## src/rtl/led_string_rx.sv

```systemverilog
// Single-wire WS2812-style receiver: decodes pulse-width-coded sdi into pixel words and frame ends.
// Optional LED_RX_PASSTHRU_EN regenerates the chained stream on sdo; otherwise sdo is tied low.
module led_string_rx #(
    parameter int unsigned CLK_PERIOD_NS    = 50,
    parameter int unsigned DATA_WIDTH       = 24,
    parameter int unsigned BIT_THRESHOLD_NS = 600,
    parameter int unsigned MIN_HIGH_NS      = 150,
    parameter int unsigned MAX_HIGH_NS      = 1100,
    parameter int unsigned LATCH_NS         = 50000,
    parameter int unsigned MAX_PIXELS       = 150
) (
    input  logic                            clk,
    input  logic                            reset,
    input  logic                            sdi,
    output logic [DATA_WIDTH-1:0]           pixel_data,
    output logic                            pixel_data_valid,
    output logic [$clog2(MAX_PIXELS+1)-1:0] pixel_index,
    output logic                            frame_done,
    output logic [$clog2(MAX_PIXELS+1)-1:0] frame_pixels,
    output logic                            rx_error,
    output logic                            rx_active,
    output logic                            sdo
);

    localparam int unsigned THRESH_CYC = BIT_THRESHOLD_NS / CLK_PERIOD_NS;
    localparam int unsigned MIN_CYC    = MIN_HIGH_NS / CLK_PERIOD_NS;
    localparam int unsigned MAX_CYC    = MAX_HIGH_NS / CLK_PERIOD_NS;
    localparam int unsigned LATCH_CYC  = LATCH_NS / CLK_PERIOD_NS;
    localparam int unsigned CW         = $clog2(MAX_PIXELS + 1);
    localparam int unsigned HW         = $clog2(MAX_CYC + 2);
    localparam int unsigned LW         = $clog2(LATCH_CYC + 1);
    localparam int unsigned BW         = $clog2(DATA_WIDTH + 1);

    localparam logic [1:0] SYNC = 2'd0;
    localparam logic [1:0] IDLE = 2'd1;
    localparam logic [1:0] HIGH = 2'd2;
    localparam logic [1:0] LOW  = 2'd3;

    logic                  sdi_meta_q, sdi_meta_d, sdi_s_q, sdi_s_d, sdi_prev_q, sdi_prev_d;
    logic [1:0]            state_q, state_d;
    logic                  from_low_q, from_low_d;
    logic [HW-1:0]         hi_cnt_q, hi_cnt_d;
    logic [LW-1:0]         lo_cnt_q, lo_cnt_d;
    logic [BW-1:0]         bit_cnt_q, bit_cnt_d;
    logic [DATA_WIDTH-2:0] shreg_q, shreg_d;
    logic [CW-1:0]         pix_cnt_q, pix_cnt_d;
    logic [DATA_WIDTH-1:0] pixel_data_q, pixel_data_d, shifted;
    logic                  pixel_valid_q, pixel_valid_d;
    logic [CW-1:0]         pixel_index_q, pixel_index_d;
    logic                  frame_done_q, frame_done_d;
    logic [CW-1:0]         frame_pixels_q, frame_pixels_d;
    logic                  rx_error_q, rx_error_d;
    logic                  rx_active_q, rx_active_d;
    logic                  rise, fall, lo_reached;

    assign rise = sdi_s_q & ~sdi_prev_q;
    assign fall = ~sdi_s_q & sdi_prev_q;

    always_comb begin
        sdi_meta_d = sdi;
        sdi_s_d    = sdi_meta_q;
        sdi_prev_d = sdi_s_q;

        hi_cnt_d = '0;
        if (sdi_s_q) begin
            hi_cnt_d = (hi_cnt_q == HW'(MAX_CYC + 1)) ? hi_cnt_q : hi_cnt_q + 1'b1;
        end
        // lo_cnt holds across high levels so a glitch does not restart the latch timer
        lo_cnt_d = lo_cnt_q;
        if (!sdi_s_q && lo_cnt_q != LW'(LATCH_CYC)) begin
            lo_cnt_d = lo_cnt_q + 1'b1;
        end
        lo_reached = (lo_cnt_d == LW'(LATCH_CYC));
        shifted    = {shreg_q, (hi_cnt_q >= HW'(THRESH_CYC))};

        state_d        = state_q;
        from_low_d     = from_low_q;
        bit_cnt_d      = bit_cnt_q;
        shreg_d        = shreg_q;
        pix_cnt_d      = pix_cnt_q;
        pixel_data_d   = pixel_data_q;
        pixel_valid_d  = 1'b0;
        pixel_index_d  = pixel_index_q;
        frame_done_d   = 1'b0;
        frame_pixels_d = frame_pixels_q;
        rx_error_d     = 1'b0;
        rx_active_d    = rx_active_q;

        case (state_q)
            SYNC: begin
                if (sdi_s_q) begin
                    lo_cnt_d = '0;
                end else if (lo_reached) begin
                    state_d = IDLE;
                end
            end
            IDLE: begin
                if (rise) begin
                    state_d    = HIGH;
                    from_low_d = 1'b0;
                end
            end
            HIGH: begin
                if (sdi_s_q && hi_cnt_d == HW'(MAX_CYC + 1)) begin
                    rx_error_d  = 1'b1;
                    state_d     = SYNC;
                    bit_cnt_d   = '0;
                    shreg_d     = '0;
                    pix_cnt_d   = '0;
                    rx_active_d = 1'b0;
                    lo_cnt_d    = '0;
                end else if (fall) begin
                    if (hi_cnt_q < HW'(MIN_CYC)) begin
                        state_d = from_low_q ? LOW : IDLE;
                    end else begin
                        shreg_d     = shifted[DATA_WIDTH-2:0];
                        rx_active_d = 1'b1;
                        lo_cnt_d    = '0;
                        state_d     = LOW;
                        if (bit_cnt_q == BW'(DATA_WIDTH - 1)) begin
                            bit_cnt_d     = '0;
                            pixel_data_d  = shifted;
                            pixel_valid_d = 1'b1;
                            pixel_index_d = pix_cnt_q;
                            if (pix_cnt_q != CW'(MAX_PIXELS)) begin
                                pix_cnt_d = pix_cnt_q + 1'b1;
                            end
                        end else begin
                            bit_cnt_d = bit_cnt_q + 1'b1;
                        end
                    end
                end
            end
            default: begin
                if (rise) begin
                    state_d    = HIGH;
                    from_low_d = 1'b1;
                end else if (lo_reached) begin
                    frame_done_d   = 1'b1;
                    frame_pixels_d = pix_cnt_q;
                    pix_cnt_d      = '0;
                    rx_active_d    = 1'b0;
                    state_d        = IDLE;
                    // a partial pixel at latch time is dropped and flagged
                    if (bit_cnt_q != '0) begin
                        rx_error_d = 1'b1;
                        bit_cnt_d  = '0;
                        shreg_d    = '0;
                    end
                end
            end
        endcase
    end

    always_ff @(posedge clk) begin
        if (reset) begin
            sdi_meta_q     <= 1'b0;
            sdi_s_q        <= 1'b0;
            sdi_prev_q     <= 1'b0;
            state_q        <= SYNC;
            from_low_q     <= 1'b0;
            hi_cnt_q       <= '0;
            lo_cnt_q       <= '0;
            bit_cnt_q      <= '0;
            shreg_q        <= '0;
            pix_cnt_q      <= '0;
            pixel_data_q   <= '0;
            pixel_valid_q  <= 1'b0;
            pixel_index_q  <= '0;
            frame_done_q   <= 1'b0;
            frame_pixels_q <= '0;
            rx_error_q     <= 1'b0;
            rx_active_q    <= 1'b0;
        end else begin
            sdi_meta_q     <= sdi_meta_d;
            sdi_s_q        <= sdi_s_d;
            sdi_prev_q     <= sdi_prev_d;
            state_q        <= state_d;
            from_low_q     <= from_low_d;
            hi_cnt_q       <= hi_cnt_d;
            lo_cnt_q       <= lo_cnt_d;
            bit_cnt_q      <= bit_cnt_d;
            shreg_q        <= shreg_d;
            pix_cnt_q      <= pix_cnt_d;
            pixel_data_q   <= pixel_data_d;
            pixel_valid_q  <= pixel_valid_d;
            pixel_index_q  <= pixel_index_d;
            frame_done_q   <= frame_done_d;
            frame_pixels_q <= frame_pixels_d;
            rx_error_q     <= rx_error_d;
            rx_active_q    <= rx_active_d;
        end
    end

    assign pixel_data       = pixel_data_q;
    assign pixel_data_valid = pixel_valid_q;
    assign pixel_index      = pixel_index_q;
    assign frame_done       = frame_done_q;
    assign frame_pixels     = frame_pixels_q;
    assign rx_error         = rx_error_q;
    assign rx_active        = rx_active_q;

`ifdef LED_RX_PASSTHRU_EN
    logic sdo_q, sdo_d;

    // pixel 0 is consumed here; later pixels are forwarded to the next device
    assign sdo_d = sdi_s_q && (state_q != SYNC) && (pix_cnt_q != '0);

    always_ff @(posedge clk) begin
        if (reset) begin
            sdo_q <= 1'b0;
        end else begin
            sdo_q <= sdo_d;
        end
    end

    assign sdo = sdo_q;
`else
    assign sdo = 1'b0;
`endif

endmodule

```

## config.mk

```make
export PLATFORM = sky130hd
export DESIGN_NAME = led_string_rx
export DESIGN_NICKNAME = d
export VERILOG_FILES = /design/src/rtl/led_string_rx.sv
export SDC_FILE = /design/constraint.sdc
export NUM_CORES = 1
export LEC_CHECK = 0
export CAP_MARGIN = 20
export CORE_ASPECT_RATIO = 0.9
export CORE_MARGIN = 3
export CORE_UTILIZATION = 63
export CTS_BUF_LIST = sky130_fd_sc_hd__clkbuf_8
export DETAILED_ROUTE_END_ITERATION = 8
export PLACE_DENSITY = 0.88
export SLEW_MARGIN = 20
export SYNTH_ARGS = -nofsm -noshare
export SYNTH_HDL_FRONTEND = slang
export SYNTH_SLANG_ARGS = --single-unit
```

## constraint.sdc

```tcl
create_clock -name clk -period 6.2 [get_ports clk]
set_input_delay 0.93 -clock clk [delete_from_list [all_inputs] [get_ports clk]]
set_output_delay 0.93 -clock clk [all_outputs]
set_load 0.02 [all_outputs]
```

==> results by group, run 1 <==
Outcome
  – Status: finished, final reports clean

Floorplan
  – Initial Utilization: 67.6%
  – Placeable Area: around 0.0064 mm^2
  – Die area: slightly below 0.008 mm^2
  – Die height: about 85 um
  – I/O pin count: 48
  – DIE WIDTH: 93.3 um
  – # rows: 27

Critical path
  – Max FO, Critical Path: 23
  – Critical R2R Capture: shreg_q[0]
  – Worst reg-to-reg path cell count: 8
  – Worst flop-to-flop path startpoint: hi_cnt_q[0]
  – Worst setup path start: hi_cnt_q[0]
  – Req. time, crit path: around 6.5 ns
  – Kind of critical path: flip-flop to flip-flop
  – Reg2Reg Setup Slack: 3.11 ns
  – Critical Path AT: approximately 3.4 ns
  – Crit end category: flip-flop
  – Worst setup SP type: flip-flop
  – CP endpoint: shreg_q[0]

Flow run
  – Maxcap violations: 0

GRT
  – Initial antenna violation count: 0
  – Total grt overflow: 0
  – Vias in the first global route: between 3000 and 4000
  – Largest net degree at the start of global routing: 63
  – First-pass GRT wire length: ~15000 um
  – Gr usage total: a little under a quarter

Synthesis
  – Mapped Avg Cell Area: approximately 9 um^2
  – Ys flop type: dfxtp_1
  – Top cells by area, synth: dfxtp_1, nand2_1, a21oi_1
  – Cell Area, Synth: around 0.0043 mm^2
  – Syn Nets: roughly 500
  – Flops & latches, synth: around 100
  – Cell variety after synth: 59
  – Most common cell in the synthesized netlist: dfxtp_1
  – Largest area contributor in the netlist: dfxtp_1
  – Top cell type's share of synthesized area: a little under half
  – Post-synthesis cell count: just under 500
  – Register area share after synthesis: between 40 and 50%
  – Most common library cells after synthesis: dfxtp_1, nand2_1, a21oi_1
  – Synth warn: 0
  – Post-synth EDFFs: 0
  – Ys async rst share: 0%

Routing
  – Initial drt markers: between 200 and 250
  – Routed WL: 8770 um
  – ANT nets after route: 0
  – Wire per inst: about 14 um
  – DRC: 0
  – Vias per cell: about 5.8
  – Via count: 3545
  – TritonRoute pass-1 iters: 5

Layout
  – Share of post-route cells with drive strength above 1: under 10%
  – Final nets: 530
  – Area Growth Syn to Fin: 14.5%
  – Antenna cells: 0

Timing
  – Slew @ Worst Pin: between 0.8 and 0.9 ns
  – RSZ-0062 raised after global routing: no
  – Crit path time final: 3.09 ns
  – Setup violations, final: 0
  – Final hold violation count: 0
  – Fmax: ~320 MHz
  – Worst Skew: between 0.007 and 0.008 ns
  – Fin crit share: about 50%
  – Final Max Tran Viols: 0
  – Worst hold slack: around 0.44 ns
  – Rel. slew slack: 45.8%
  – Setup tns final: 0 ns

Placed design
  – Post-DP HPWL: approximately 6000 um
  – Port bufs: 46
  – RD Place Congestion: approximately 0.86

Clock network
  – # hold bufs at CTS: 0
  – Num CTS Buffers: 9
  – Post-CTS Repair Setup Buffers: 0
  – Max H-tree Level: 3
  – CTS tree: done
  – Clock Sink Count: around 100
  – Worst-path clk slew: 0.10 ns
  – Clock buffer depth: 2
  – Clock Latency Late Sink: between 0.3 and 0.4 ns
  – Root Driver: clkbuf_8
  – Post-CTS resize count: 0

Min path
  – Hold Crit Depth: 1
  – Worst min path class: flip-flop to flip-flop

Power and ir drop
  – Power per cell area: roughly 220 mW/mm^2
  – Worst vdd ir: 0.000212 V
  – Leakage: around 1.8 nW
==> layout make-up <==
class / count / area, um^2
timing repair buffer: 47 / 463
fill: 443 / 1440
clock inverter: 7 / 68.8
sequential: 101 / 2020
inverter: 17 / 63.8
multi-input combinational: 339 / 2090
clock buffer: 9 / 124
tap: 87 / 109
==> critical path, cell delays in order (launching register included) <==
cell and delay, ns:
dfxtp_1 0.42, ha_1 0.32, nand4b_1 0.20, mux2i_1 0.35, o31a_1 0.42, and3_1 0.34
and2_1 0.69, inv_1 0.10, o2bb2ai_1 0.18
==> through the flow <==
stage / setup WS, ns / total power, mW / cells / instance area, um^2 / util [%]
floorplan: 3.76 / 0.698 / 488 / 4320 / -
global placement: 3.19 / 0.704 / 591 / 4740 / 74.3
detailed placement: 3.00 / 0.705 / 591 / 4740 / 74.3
CTS: 2.95 / 1.09 / 607 / 4940 / 77.3
global route: 2.81 / 1.13 / 607 / 4940 / 77.4
finish: 3.11 / 1.09 / 607 / 4940 / 77.4
==> sequential cells by signal, summed over array words and instances, names as in the netlist <==
name              cells
bit_cnt_q             5
frame_done            1
frame_pixels          8
from_low_q            1
hi_cnt_q              5
lo_cnt_q             10
pix_cnt_q             8
pixel_data           24
pixel_data_valid      1
pixel_index           8
rx_active             1
rx_error              1
sdi_meta_q            1
sdi_prev_d            1
sdi_prev_q            1
shreg_q              23
state_q               2
==> cell families (layout without fill, tap and decap cells) <==
group,Yosys count,in the layout,synth area share [%]
AOI/OAI and AO/OA,116,116,18.9
and+or+nand+nor,188,188,21.0
other,1,1,0.0868
buffers and inverters,48,80,4.84
DFF,101,101,46.8
adders and majority gates,12,12,3.48
xor gates and xnor gates,10,10,2.03
muxes,12,12,2.78
==> how the worst min path moves through the flow <==
stage | from | to | slack [ns]
2_1_floorplan | sdi_meta_q | sdi_prev_d | 0.41
3_3_place_gp | sdi_meta_q | sdi_prev_d | 0.42
3_5_place_dp | sdi_meta_q | sdi_prev_d | 0.44
4_1_cts | sdi_meta_q | sdi_prev_d | 0.44
5_1_grt | sdi_meta_q | sdi_prev_d | 0.46
6_report | sdi_meta_q | sdi_prev_d | 0.44
==> where the power goes <==
part	leakage, nW	total (mW)	switching, mW	internal (mW)
registers	0.814	0.657	0.00516	0.652
logic	0.842	0.0328	0.0225	0.0103
clock network	0.0964	0.398	0.241	0.156
total	1.75	1.09	0.269	0.818
==> layout by cell type (no fill, tap or decap), types with 3 or more instances in the layout <==
master | Yosys | layout
o21a_1 | 4 | 4
nand2_1 | 80 | 80
nor2_1 | 43 | 43
and2_1 | 4 | 4
ha_1 | 12 | 12
a41oi_1 | 3 | 3
nand2b_1 | 4 | 4
a21oi_1 | 50 | 50
a22o_1 | 22 | 22
xor2_1 | 3 | 3
a211oi_1 | 9 | 9
clkdlybuf4s50_1 | 0 | 45
clkbuf_8 | 0 | 9
nand3_1 | 11 | 10
o21ai_0 | 6 | 6
nor4_1 | 3 | 3
nand4b_1 | 5 | 5
mux2i_1 | 12 | 12
nor3_1 | 8 | 8
xnor2_1 | 7 | 7
dfxtp_1 | 101 | 101
nor2b_1 | 4 | 4
and3_1 | 6 | 5
inv_1 | 17 | 17
==> metal layers <==
metal  up-vias  GRT usage (%)  wire, um  share of wire, %
met3        10           5.11       361               4.1
met5         -              0         0                 0
li1       1755              -         -                 -
met2        80           38.9      4290                49
met4         0           6.26        96               1.1
met1      1700           29.1      4030                46
No activity file was read; power rests on OpenSTA's default activity.
==> inputs of run 2 (changes only) <==
CORE_UTILIZATION = 52   (was 63)
PLACE_DENSITY = 0.78   (was 0.88)
clock period = 2.75 ns   (was 6.2 ns; I/O delays follow)
==> run 2 against run 1 <==
Flip-flop and latch count did not move. Critical path depth unchanged. Sequential share of layout area fell by 1.3 points. Register-to-register slack worse by 3.0 ns. Critical path type unchanged.
==> results by group, run 2 (same netlist as run 1, synthesis figures left out) <==
Outcome
  – Status: finished, final reports clean

Layout
  – Antenna cells: 0
  – Share of post-route cells with drive strength above 1: under 10%
  – Filler cell count: between 600 and 700
  – Max FFs per register: 24
  – Commonest non-fill, non-tap cell in the layout: dfxtp_1
  – Multi-input logic area: approximately 0.0021 mm^2
  – Register area: 0.00202 mm^2
  – Final nets: ~540
  – Final core occ: approximately two thirds
  – Most frequent cells in the layout: dfxtp_1, nand2_1, a21oi_1, clkdlybuf4s50_1, nor2_1
  – Area Growth Syn to Fin: 18.4%

Timing
  – Fin crit share: between 90% and 100%
  – Rel. slew slack: just under 60%
  – Fmax: 385 MHz
  – Worst Skew: around 0.0097 ns
  – Setup violations, final: 0
  – Worst setup margin: between 0.15 and 0.2 ns
  – RSZ-0062 raised after global routing: no
  – Final hold violation count: 0
  – Slew @ Worst Pin: 0.633 ns
  – Final Max Tran Viols: 0
  – Setup tns final: 0 ns
  – Worst hold slack: 0.452 ns
  – Crit path time final: between 2 and 3 ns

Routing
  – Met1 WL: about 4000 um
  – DRC: 0
  – TritonRoute pass-1 iters: 4
  – Vias per cell: 5.70
  – Routed WL: 8940 um
  – ANT nets after route: 0
  – Via count: 3587
  – Met2 WL post-DR: roughly 4400 um
  – Initial drt markers: just over 200
  – Wire per inst: 14.2 um
  – DR top layer: met4
  – Detail Route met3 WL: 384 um

Power and ir drop
  – Leakage: between 1.5 and 2 nW
  – Combinational Power Share: 3.4%
  – Power per cell area: roughly 480 mW/mm^2
  – Switching fraction of total power: 25.2%
  – Clock power share: a little under two fifths
  – Power, Total: 2.48 mW
  – P_sw: ~0.62 mW
  – Int Pwr: roughly 1.9 mW
  – Seq pwr share: 59.9%
  – Worst vdd ir: around 0.00032 V

Placed design
  – RD Place Congestion: approximately 0.91
  – Post-DP HPWL: about 6000 um
  – Place WS: 0.0754 ns
  – Port bufs: 46

Clock network
  – Worst-path clk slew: approximately 0.1 ns
  – Num CTS Buffers: 9
  – Clock Latency Late Sink: 0.37 ns
  – Clock buffer depth: 2
  – Root Driver: clkbuf_8
  – Clock Sink Count: a little over 100
  – Max H-tree Level: 3
  – CTS tree: done

GRT
  – Vias in the first global route: about 3500
  – Total grt overflow: 0
  – Initial antenna violation count: 0
  – First-pass GRT wire length: about 15000 um
  – Largest net degree at the start of global routing: between 60 and 70
  – Gr usage total: just under 20%

Floorplan
  – Die height: just over 90 um
  – Initial Utilization: between 50% and 60%
  – I/O pin count: 48
  – Die area: 0.00943 mm^2
  – DIE WIDTH: 102 um
  – # rows: 30
  – Placeable Area: 0.00781 mm^2

Min path
  – Worst min-delay path startpoint: reset
  – Worst min path class: input port to flip-flop
  – Hold Crit Depth: 3
  – WHS Endpoint: state_q[0]

Critical path
  – Worst flop-to-flop path startpoint: lo_cnt_q[0]
  – Crit end category: flip-flop
  – Worst setup SP type: flip-flop
  – Kind of critical path: flip-flop to flip-flop
  – Worst reg-to-reg path cell count: 8
  – Critical R2R Capture: bit_cnt_q[3]
  – Max FO, Critical Path: 8
  – Req. time, crit path: around 3.1 ns
  – Critical Path AT: approximately 2.9 ns
  – Reg2Reg Setup Slack: between 0.15 and 0.2 ns

Flow run
  – Maxcap violations: 0
[run 2: cell count changes in the layout (fill, tap and decap cells not counted), sizes merged]
cell and delta:
buf +13, clkinvlp +1, inv -1
[run 2: what timing repair did]
| action | CTS | global route |
|---|---|---|
| hold buffers | 0 | 0 |
| resized for setup | 0 | 7 |
| setup endpoints to repair | 0 | 43 |
| setup buffers | 0 | 4 |
[run 2: worst max-delay path: stages (launching register included)]
cell,delay (ns)
dfxtp_1,0.37
ha_1,0.27
or3b_2,0.45
nor4_1,0.27
a311o_1,0.23
and3_4,0.21
a21oi_4,0.09
or4_1,0.50
a21oi_1,0.14
[run 2: area by class of cell]
| class | instances | share of cell area [%] |
|---|---|---|
| Clock inverter | 7 | 1.39 |
| Timing Repair Buffer | 60 | 11.7 |
| Sequential cell | 101 | 39.6 |
| Inverter | 17 | 1.25 |
| Tap cell | 96 | 2.35 |
| Multi-Input combinational cell | 339 | 41.3 |
| Clock buffer | 9 | 2.42 |
[run 2: power by group through the flow]
stage | Clock (mW) | Combinational, mW | Sequential (mW)
floorplan | 0 | 0.0613 | 1.51
global placement | 0 | 0.0771 | 1.51
detailed placement | 0 | 0.0787 | 1.52
CTS | 0.923 | 0.0799 | 1.48
global route | 0.994 | 0.0950 | 1.48
finish | 0.909 | 0.0850 | 1.48
[run 2: worst max path at each step]
stage                            from  depth (start not counted)            to
after floorplan           hi_cnt_q[0]                          9  pix_cnt_q[2]
after global placement    lo_cnt_q[0]                          9  pix_cnt_q[6]
after detailed placement  lo_cnt_q[0]                          9  pix_cnt_q[7]
after CTS                 lo_cnt_q[0]                          9  pix_cnt_q[7]
after global routing      lo_cnt_q[0]                          9  bit_cnt_q[3]
final                     lo_cnt_q[0]                          8  bit_cnt_q[3]
[run 2: routing by layer]
layer	track usage [%]	up-vias
li1	-	1773
met1	24.1	1713
met2	33.5	88
met3	5.42	13
met4	5.57	0
met5	0	-
[run 2: metrics by stage]
stage,area (um^2),cells
after floorplan,4320,488
after global placement,4860,609
final,5110,629
after CTS,5060,625
after detailed placement,4860,609
after global routing,5110,629
==> inputs of run 3 (changes only) <==
--- a/config.mk
+++ b/config.mk
@@ -9,8 +9,9 @@
 export CORE_ASPECT_RATIO = 0.9
 export CORE_MARGIN = 3
-export CORE_UTILIZATION = 52
+export CORE_UTILIZATION = 58
 export CTS_BUF_LIST = sky130_fd_sc_hd__clkbuf_8
+export CTS_CLUSTER_SIZE = 40
 export DETAILED_ROUTE_END_ITERATION = 8
-export PLACE_DENSITY = 0.78
+export PLACE_DENSITY = 0.82
 export SLEW_MARGIN = 20
 export SYNTH_ARGS = -nofsm -noshare
==> constraint.sdc (replaced) <==
create_clock -name clk -period 2.77 [get_ports clk]
set_input_delay 0.554 -clock clk [delete_from_list [all_inputs] [get_ports clk]]
set_output_delay 0.554 -clock clk [all_outputs]
set_load 0.02 [all_outputs]
==> run 3 against run 2 <==
Worst hold slack about the same. Wire length fell by 0.39%. Combinational power is essentially flat. Die area is 9.7% lower. Critical path type unchanged. First-iteration DRC count down 24%. Critical path depth increased by 3. Cell count is 0.64% lower. Non-clock buffer count shrank 1. Core utilization increased by 6.1 points. Sequential share of layout area about the same. Largest cell class unchanged. Register-to-register slack gained 0.06 ns. Total power increased by 4.9%.
==> results by group, run 3 (same netlist as run 1, synthesis figures left out) <==
Placed design
  – Place WS: about 0.12 ns
  – Post-DP HPWL: slightly above 6000 um
  – Dpl cells: between 600 and 700
  – RD Place Congestion: 0.893
  – Port bufs: 46

Power and ir drop
  – Switching fraction of total power: 22.5%
  – Clock power share: 40.1%
  – Worst vdd ir: between 0.0002 and 0.0003 V
  – P_sw: between 0.5 and 0.6 mW
  – Int Pwr: slightly above 2 mW
  – Power per cell area: between 500 and 600 mW/mm^2
  – Combinational Power Share: under 10%
  – Seq pwr share: a little under three fifths
  – Leakage: roughly 1.8 nW

Clock network
  – Num CTS Buffers: 9
  – Max H-tree Level: 3
  – # hold bufs at CTS: 0
  – Clock Sink Count: 101
  – Clock Latency Late Sink: about 0.36 ns
  – Root Driver: clkbuf_8
  – Worst-path clk slew: ~0.090 ns
  – Clock buffer depth: 2
  – CTS tree: done

GRT
  – Largest net degree at the start of global routing: 62
  – Gr usage total: 21.4%
  – Total grt overflow: 0
  – M2 GR Usage: 37.8%
  – GRT busiest layer: met2
  – Vias in the first global route: 3310
  – Initial antenna violation count: 0
  – Grt met3 use: under 10%
  – First-pass GRT wire length: about 15000 um
  – GR Util met1: about a quarter

Floorplan
  – I/O pin count: between 40 and 50
  – DIE WIDTH: approximately 97 um
  – Die height: 87.9 um
  – # rows: 29
  – Die area: roughly 0.0085 mm^2
  – Placeable Area: 0.00715 mm^2
  – Initial Utilization: about three fifths

Layout
  – Filler cell count: between 500 and 600
  – Final nets: between 500 and 600
  – Share of post-route cells with drive strength above 1: a little under a tenth
  – Antenna cells: 0
  – Max FFs per register: 24
  – Area Growth Syn to Fin: 18.5%
  – Commonest non-fill, non-tap cell in the layout: dfxtp_1
  – Post-route insts no fill: ~630
  – Final core occ: 71.6%
  – Most frequent cells in the layout: dfxtp_1, nand2_1, a21oi_1, clkdlybuf4s50_1, nor2_1

Critical path
  – Worst stage delay on the critical path: about 0.36 ns
  – Cells along the critical path: inv_1 -> ha_1 -> nand4b_1 -> o31ai_4 -> mux2i_2 -> nor4_4 -> buf_4 -> a21oi_4 -> and2_1 -> buf_12 -> a22o_1
  – Max FO, Critical Path: 23
  – Worst setup SP type: flip-flop
  – Req. time, crit path: between 3 and 4 ns
  – Crit end category: flip-flop
  – Critical Path AT: 2.86 ns
  – CP max stage cell: dfxtp_1
  – Kind of critical path: flip-flop to flip-flop

Routing
  – Vias per cell: between 5 and 6
  – Routed WL: between 8000 and 9000 um
  – DRC: 0
  – Via count: ~3600
  – TritonRoute pass-1 iters: 4
  – Wire per inst: approximately 14 um
  – Initial drt markers: between 150 and 200
  – ANT nets after route: 0

Min path
  – Worst min path class: flip-flop to flip-flop

Timing
  – Fin crit share: approximately 92%
  – Worst setup margin: about 0.22 ns
  – Setup violations, final: 0
  – Setup tns final: 0 ns
  – Final Max Tran Viols: 0
  – Fmax: a little under 400 MHz
  – Slew @ Worst Pin: 0.648 ns
  – Crit path time final: about 2.6 ns
  – Final hold violation count: 0
  – Worst Skew: roughly 0.019 ns
  – RSZ-0062 raised after global routing: no
  – Rel. slew slack: between 50% and 60%

Flow run
  – Maxcap violations: 0

Outcome
  – Status: finished, final reports clean
-- run 3: area by class of cell --
cell class	instances	area, um^2	share of cell area (%)
multi-input combinational	339	2120	41.4
tap	93	116	2.27
timing repair buffer	59	566	11.1
sequential	101	2020	39.6
inverter	17	63.8	1.25
clock inverter	7	105	2.05
clock buffer	9	124	2.42
-- run 3: routing by layer --
metal	vias to the layer above	part of all wire (%)
met5	-	0
met4	0	1.3
met3	16	3.4
met2	66	50
met1	1698	45
li1	1789	-
-- run 3: repair_timing --
item                                    in CTS  in global routing
gates resized for setup                      0                  8
setup buffers                                0                  2
endpoints found under the setup margin       0                 42
endpoints found under the hold margin        0                  0
-- run 3: critical path, delay by kind of cell, from the launching register on --
kind            cells  cell delay, ns
mux                 1            0.35
compound gates      3            0.71
simple gates        3            0.46
flops               1            0.36
buf+inv             3            0.47
fa+ha+maj           1            0.16
-- run 3: power by group through the flow --
stage	registers, mW	logic (mW)	clock network (mW)
after floorplan	1.50	0.0608	0
after global placement	1.50	0.0766	0
after detailed placement	1.50	0.0798	0
after CTS	1.47	0.0802	1.06
after global routing	1.47	0.0939	1.11
final	1.47	0.0849	1.04
-- run 3: path summary, 6_finish.rpt --
| kind | start | end | slack (ns) | cells past startpoint |
|---|---|---|---|---|
| hold / removal | sdi_meta_q | sdi_prev_d | 0.45 | 1 |
| hold reg to reg | sdi_meta_q | sdi_prev_d | 0.45 | 1 |
| setup / recovery | lo_cnt_q[0] | shreg_q[11] | 0.22 | 11 |
| setup reg to reg | lo_cnt_q[0] | shreg_q[11] | 0.22 | 11 |
-- run 3: per-stage QoR --
step                      instance area [um^2]  hold slack (ns)  power [mW]
final                                     5120            0.453        2.60
after CTS                                 5070            0.459        2.61
after detailed placement                  4840            0.429        1.58
after global placement                    4840            0.423        1.58
after global routing                      5120            0.471        2.68
after floorplan                           4320            0.414        1.56
